===== config.mk =====
export PLATFORM = sky130hd
export DESIGN_NAME = cdb_arbiter
export DESIGN_NICKNAME = d
export VERILOG_FILES = /design/src/rtl/cdb_pkg.sv /design/src/rtl/cdb_src_fifo.sv /design/src/rtl/cdb_arbiter.sv
export SDC_FILE = /design/constraint.sdc
export NUM_CORES = 1
export LEC_CHECK = 0
export CORE_MARGIN = 3
export CORE_UTILIZATION = 25
export CTS_CLUSTER_DIAMETER = 100
export DETAILED_ROUTE_END_ITERATION = 12
export HOLD_SLACK_MARGIN = 0.06
export SYNTH_ARGS = -nofsm -noshare
export SYNTH_HDL_FRONTEND = slang
export SYNTH_SLANG_ARGS = --single-unit
export TNS_END_PERCENT = 5

===== constraint.sdc =====
create_clock -name clk -period 7.7 [get_ports clk]
set_clock_uncertainty 0.05 [all_clocks]
set_input_delay 2.31 -clock clk [delete_from_list [all_inputs] [get_ports clk]]
set_output_delay 2.31 -clock clk [all_outputs]
set_load 0.01 [all_outputs]

===== src/rtl/cdb_pkg.sv =====
// rtl/cdb_pkg.sv - shared types and helpers for the CDB writeback arbiter
package cdb_pkg;

  localparam int NUM_CDB_SRC = 3;
  localparam int CDB_PHYS_W  = 7;

  typedef enum logic [1:0] {
    SRC_ALU = 2'd0,
    SRC_MUL = 2'd1,
    SRC_DIV = 2'd2
  } cdb_src_e;

  typedef struct packed {
    logic [CDB_PHYS_W-1:0] phys_addr;
    logic [31:0]           value;
    logic [31:0]           exec_index;
  } cdb_entry_t;

  function automatic logic [1:0] rr_next(input logic [1:0] p);
    return (p == 2'd2) ? 2'd0 : p + 2'd1;
  endfunction

endpackage


===== src/rtl/cdb_src_fifo.sv =====
// rtl/cdb_src_fifo.sv - per-source result FIFO with flush; head is the oldest entry
module cdb_src_fifo
  import cdb_pkg::*;
#(
  parameter int FIFO_DEPTH = 4
) (
  input  logic       clk,
  input  logic       reset,
  input  logic       flush,
  input  logic       push,
  input  logic       pop,
  input  cdb_entry_t din,
  output cdb_entry_t head,
  output logic       empty,
  output logic       full
);

  localparam int AW = $clog2(FIFO_DEPTH);

  cdb_entry_t    mem [FIFO_DEPTH];
  logic [AW-1:0] wr_ptr;
  logic [AW-1:0] rd_ptr;
  logic [AW:0]   count;

  always_ff @(posedge clk) begin
    if (reset || flush) begin
      wr_ptr <= '0;
      rd_ptr <= '0;
      count  <= '0;
    end else begin
      if (push) wr_ptr <= wr_ptr + AW'(1);
      if (pop)  rd_ptr <= rd_ptr + AW'(1);
      count <= count + {{AW{1'b0}}, push} - {{AW{1'b0}}, pop};
    end
  end

  // Storage needs no reset; pointers alone define validity.
  always_ff @(posedge clk) begin
    if (push) mem[wr_ptr] <= din;
  end

  assign head  = mem[rd_ptr];
  assign empty = (count == '0);
  assign full  = (count == (AW+1)'(FIFO_DEPTH));

endmodule


===== src/rtl/cdb_arbiter.sv =====
// rtl/cdb_arbiter.sv - round-robin CDB writeback arbiter over ALU/MUL/DIV FIFOs; CDB_BYPASS_EN enables empty-FIFO bypass
module cdb_arbiter
  import cdb_pkg::*;
#(
  parameter int FIFO_DEPTH = 4,
  parameter int PHYS_W     = 7
) (
  input  logic              clk,
  input  logic              reset,
  input  logic              flush,
  input  logic              alu_exec_done,
  input  logic [PHYS_W-1:0] alu_phys_addr,
  input  logic [31:0]       alu_exec_value,
  input  logic [31:0]       alu_exec_index,
  input  logic              mul_exec_done,
  input  logic [PHYS_W-1:0] mul_phys_addr,
  input  logic [31:0]       mul_exec_value,
  input  logic [31:0]       mul_exec_index,
  input  logic              div_exec_done,
  input  logic [PHYS_W-1:0] div_phys_addr,
  input  logic [31:0]       div_exec_value,
  input  logic [31:0]       div_exec_index,
  output logic              alu_ready,
  output logic              mul_ready,
  output logic              div_ready,
  output logic              cdb_valid,
  output logic [PHYS_W-1:0] cdb_phys_addr,
  output logic [31:0]       cdb_value,
  output logic [31:0]       cdb_exec_index,
  output logic [1:0]        cdb_src,
  output logic              overflow_err
);

  logic [NUM_CDB_SRC-1:0] done, empty, full, push, pop, cand;
  cdb_entry_t             in_e   [NUM_CDB_SRC];
  cdb_entry_t             head   [NUM_CDB_SRC];
  cdb_entry_t             cand_e [NUM_CDB_SRC];
  logic [1:0]             rr_ptr, win, idx;
  logic                   found;
  logic                   ovf_hit;

  assign done    = {div_exec_done, mul_exec_done, alu_exec_done};
  assign in_e[0] = '{phys_addr: alu_phys_addr, value: alu_exec_value, exec_index: alu_exec_index};
  assign in_e[1] = '{phys_addr: mul_phys_addr, value: mul_exec_value, exec_index: mul_exec_index};
  assign in_e[2] = '{phys_addr: div_phys_addr, value: div_exec_value, exec_index: div_exec_index};

  assign alu_ready = ~full[0];
  assign mul_ready = ~full[1];
  assign div_ready = ~full[2];

  for (genvar g = 0; g < NUM_CDB_SRC; g++) begin : g_fifo
    cdb_src_fifo #(.FIFO_DEPTH(FIFO_DEPTH)) u_fifo (
      .clk   (clk),
      .reset (reset),
      .flush (flush),
      .push  (push[g]),
      .pop   (pop[g]),
      .din   (in_e[g]),
      .head  (head[g]),
      .empty (empty[g]),
      .full  (full[g])
    );
  end

`ifdef CDB_BYPASS_EN
  // Only an empty FIFO may bypass, so per-source order is never broken.
  assign cand = ~empty | (empty & done & {NUM_CDB_SRC{~flush}});
  always_comb begin
    for (int i = 0; i < NUM_CDB_SRC; i++) cand_e[i] = empty[i] ? in_e[i] : head[i];
  end
`else
  assign cand = ~empty;
  always_comb begin
    for (int i = 0; i < NUM_CDB_SRC; i++) cand_e[i] = head[i];
  end
`endif

  always_comb begin
    found = 1'b0;
    win   = rr_ptr;
    idx   = rr_ptr;
    for (int k = 0; k < NUM_CDB_SRC; k++) begin
      if (!found && cand[idx]) begin
        found = 1'b1;
        win   = idx;
      end
      idx = rr_next(idx);
    end
  end

  always_comb begin
    for (int i = 0; i < NUM_CDB_SRC; i++) begin
      pop[i]  = found && (win == 2'(i)) && !empty[i] && !flush;
      push[i] = done[i] && !full[i] && !flush;
`ifdef CDB_BYPASS_EN
      if (found && (win == 2'(i)) && empty[i]) push[i] = 1'b0;
`endif
    end
  end

  assign ovf_hit = |(done & full) && !flush;

  always_ff @(posedge clk) begin
    if (reset) begin
      cdb_valid      <= 1'b0;
      cdb_phys_addr  <= '0;
      cdb_value      <= '0;
      cdb_exec_index <= '0;
      cdb_src        <= SRC_ALU;
      rr_ptr         <= 2'd0;
      overflow_err   <= 1'b0;
    end else begin
      if (ovf_hit) overflow_err <= 1'b1;
      if (flush) begin
        cdb_valid <= 1'b0;
      end else begin
        cdb_valid <= found;
        if (found) begin
          cdb_phys_addr  <= cand_e[win].phys_addr;
          cdb_value      <= cand_e[win].value;
          cdb_exec_index <= cand_e[win].exec_index;
          cdb_src        <= win;
          rr_ptr         <= rr_next(win);
        end
      end
    end
  end

endmodule


==> impl_metrics.toml <==
[run_status]
outcome = "completed"

[synthesis]
synth_seq_area_share_pct = 77.3
synth_flop_cell = "sky130_fd_sc_hd__edfxtp_1"
library_cells_used_by_synthesis = 40
synthArstFlopShare_pct = 0
synthesis.yosys.warnings = 0
avg_inst_size_synth_um2 = 20.8
mappedNetlistNets = 1957
synth.cell_area_um2 = 35800
synth-edff-count = 852
ys_seq_elements = 956
post_synthesis_cells = 1717

[clock_network]
clock_path_buffers = 3
clk_latency_ns = 0.70
cts_buffers = 100
clkTransAtPathRegs_ns = 0.06
postCtsSetupRepairBufs = 0
cts_hold_repair.buffers = 0
tritoncts_num_sinks = 956
clock_tree_from_tritoncts = "yes"
number_of_levels_in_the_clock_h_tree = 3
cts_resized = 0
clk_root_buffer_cell = "sky130_fd_sc_hd__clkbuf_16"

[place]
port-buffer-count = 296
gpl.final_weighted_congestion = 0.756
detailedPlacementHpwl_mm = 65.5
placedInstanceArea_um2 = 41000

[timing]
max_clock_freq_ghz = 0.202
grt_setup_unrepaired = "no"
final.min_clock_period_ns = 4.94
timing.final.setup_violations = 0
report.final.slew_viol_count = 0
finalSetupTns_ns = 0
relSlewSlack_pct = 31.0
final_min_period_over_clock_period_pct = 64.1
worstMarginPinSlew_ns = 1.03
timing.final.hold_violations = 0

[worst_setup_path]
regToRegStartpoint = "g_fifo[1].u_fifo.count[2]"
r2r_setup_slk_ns = 3.93
end_kind = "register"
worst_setup_path_start_kind = "input pin"
crit_arrival_ns = 5.43
cp.required_ns = 8.19
rr_worst_depth = 14
crit_type = "in -> reg"
r2r-end = "g_fifo[0].u_fifo.count[2]"
maximum_fanout_count_along_the_critical_path = 22

[min_path]
worst_hold_path_type = "reg -> reg"
hold_depth = 2
timing.hold.worst.start = "overflow_err"
min_to = "overflow_err"

[global_routing]
grt.overflow.total = 0
antenna_violations_before_repair = 40
grt_usage_pct = 13.3
first_global_vias = 18500
largest_net_degree_at_the_start_of_global_routing = 53
grt_pass1_wl_mm = 140

[routing]
drt_first_iter_violations = 1472
router_iterations_before_antenna_repair = 5
vias_per_cell = 4.45
drtAntennaViolNets = 0
post_drt_wl_per_cell_um = 24.5
routed_wirelength_mm = 99.0
detailed_route_via_count = 18000
route.detailed.drc = 0

[cells_and_area]
fillers = 13500
nets_finish = 2283
multi_input_gate_area_in_the_final_layout_um2 = 7690
finalInstanceArea_um2 = 44600
layout-drive-gt1-share_pct = 21.2
final_util_pct = 31.5
area.growth.synth_to_final_pct = 24.8
layout.area.seq_um2 = 27700

[power_and_ir_drop]
pwr_density_cell_nw_per_um2 = 280
cellLeakagePower_nw = 13.7
irDropWorstVdd_mv = 0.160

[die]
fp-row-count = 138
core_area_um2 = 142000
die_h_um = 384
pin_count = 297
initial_core_utilization_pct = 25.2
floorplan.die_area_um2 = 148000
fp.dieW_um = 384

[job]
cap_viol_max_count = 0
-- flip-flops by register name, indices dropped and copies added, names as in the netlist, named ones only --
register and cells:
cdb_exec_index 32, cdb_phys_addr 7, cdb_src 2, cdb_valid 1, cdb_value 32, g_fifo.u_fifo.count 9
g_fifo.u_fifo.mem 852, g_fifo.u_fifo.rd_ptr 6, g_fifo.u_fifo.wr_ptr 6, overflow_err 1, rr_ptr 2
-- cells in the final DEF, fill, tap and decap left out, types with 21 or more instances in the layout --
| cell type | synthesis | layout |
|---|---|---|
| sky130_fd_sc_hd__nor2_1 | 97 | 97 |
| sky130_fd_sc_hd__clkdlybuf4s50_1 | 0 | 295 |
| sky130_fd_sc_hd__a21oi_1 | 84 | 84 |
| sky130_fd_sc_hd__a22oi_1 | 72 | 72 |
| sky130_fd_sc_hd__dfxtp_1 | 104 | 98 |
| sky130_fd_sc_hd__mux4_2 | 213 | 213 |
| sky130_fd_sc_hd__clkbuf_16 | 0 | 102 |
| sky130_fd_sc_hd__a211oi_1 | 51 | 51 |
| sky130_fd_sc_hd__edfxtp_1 | 852 | 852 |
| sky130_fd_sc_hd__buf_4 | 2 | 29 |
| sky130_fd_sc_hd__diode_2 | 0 | 21 |
-- cells by family (layout without fill, tap and decap cells) --
kind of cell | Yosys count | count (layout) | synth area share (%)
AO/OA/AOI/OAI | 248 | 248 | 4.99
multiplexers | 213 | 213 | 13.4
buffers and inverters | 120 | 533 | 1.42
other | 0 | 21 | 0
XOR/XNOR | 10 | 10 | 0.245
adder cells (fa/ha/maj) | 21 | 21 | 0.797
AND/OR/NAND/NOR | 149 | 149 | 1.81
flip-flops | 956 | 956 | 77.3
-- stage by stage --
step	hold slack, ns	worst slack (ns)	std cells	power (mW)
floorplan	0.419	2.80	1717	6.70
global placement	0.410	2.10	3831	7.44
detailed placement	0.423	2.00	3831	7.46
CTS	0.438	2.79	4020	12.7
global route	0.474	2.58	4020	13.0
finish	0.433	2.76	4041	12.5
-- how the worst max path moves through the flow --
stage	slack, ns	to	from	cells after the start
2_1_floorplan	2.80	g_fifo[0].u_fifo.mem[0][0]	flush	3
3_3_place_gp	2.10	g_fifo[0].u_fifo.count[2]	flush	12
3_5_place_dp	2.00	g_fifo[0].u_fifo.count[2]	flush	12
4_1_cts	2.79	g_fifo[0].u_fifo.count[2]	flush	12
5_1_grt	2.58	g_fifo[0].u_fifo.count[2]	flush	12
6_report	2.76	g_fifo[0].u_fifo.count[2]	flush	12
-- layer usage --
metal | wire length, µm | track usage [%] | part of all wire (%) | vias up
met2 | 47000 | 21.2 | 47 | 539
met5 | 134 | 0 | 0.14 | -
met1 | 42100 | 17.7 | 42 | 9478
li1 | - | - | - | 7805
met4 | 1790 | 2.74 | 1.8 | 20
met3 | 8030 | 4.27 | 8.1 | 152
-- area by class of cell --
type                       count  area share, %
sequential                   956           62.0
multi-input combinational    641           17.2
timing repair buffer         324           7.10
clock buffer                 126           6.05
tap                         1890           5.30
clock inverter                63           2.03
inverter                      20          0.168
antenna                       21          0.118
-- cell usage after synthesis (7+ instances only) --
cell,count,area (µm²)
sky130_fd_sc_hd__inv_1,20,75.1
sky130_fd_sc_hd__nor2_1,97,364
sky130_fd_sc_hd__a22oi_1,72,541
sky130_fd_sc_hd__dfxtp_1,104,2080
sky130_fd_sc_hd__buf_2,11,55.1
sky130_fd_sc_hd__edfxtp_1,852,25600
sky130_fd_sc_hd__and2_1,18,113
sky130_fd_sc_hd__nand2_1,17,63.8
sky130_fd_sc_hd__ha_1,18,225
sky130_fd_sc_hd__a211oi_1,51,383
sky130_fd_sc_hd__clkbuf_1,63,236
sky130_fd_sc_hd__buf_1,19,71.3
sky130_fd_sc_hd__a211oi_2,20,250
sky130_fd_sc_hd__a21oi_1,84,420
sky130_fd_sc_hd__nand3_1,7,35.0
sky130_fd_sc_hd__xnor2_1,9,78.8
sky130_fd_sc_hd__mux4_2,213,4800
-- worst max-delay path: stages --
cell	delay, ns
sky130_fd_sc_hd__clkdlybuf4s50_1	0.76
sky130_fd_sc_hd__a31oi_4	0.81
sky130_fd_sc_hd__nand2_1	0.15
sky130_fd_sc_hd__inv_1	0.13
sky130_fd_sc_hd__ha_1	0.24
sky130_fd_sc_hd__inv_1	0.06
sky130_fd_sc_hd__ha_1	0.13
sky130_fd_sc_hd__inv_1	0.05
sky130_fd_sc_hd__fa_1	0.40
sky130_fd_sc_hd__xor2_1	0.16
sky130_fd_sc_hd__xnor2_1	0.18
sky130_fd_sc_hd__nor2_1	0.05
-- report_power, final --
group	switching, mW	leakage, nW	internal (mW)	total [mW]
clock	2.06	1.75	3.15	5.20
sequential	0.115	8.59	5.83	5.95
combinational	0.828	3.36	0.538	1.37
Power figures use the tool's default switching activity.
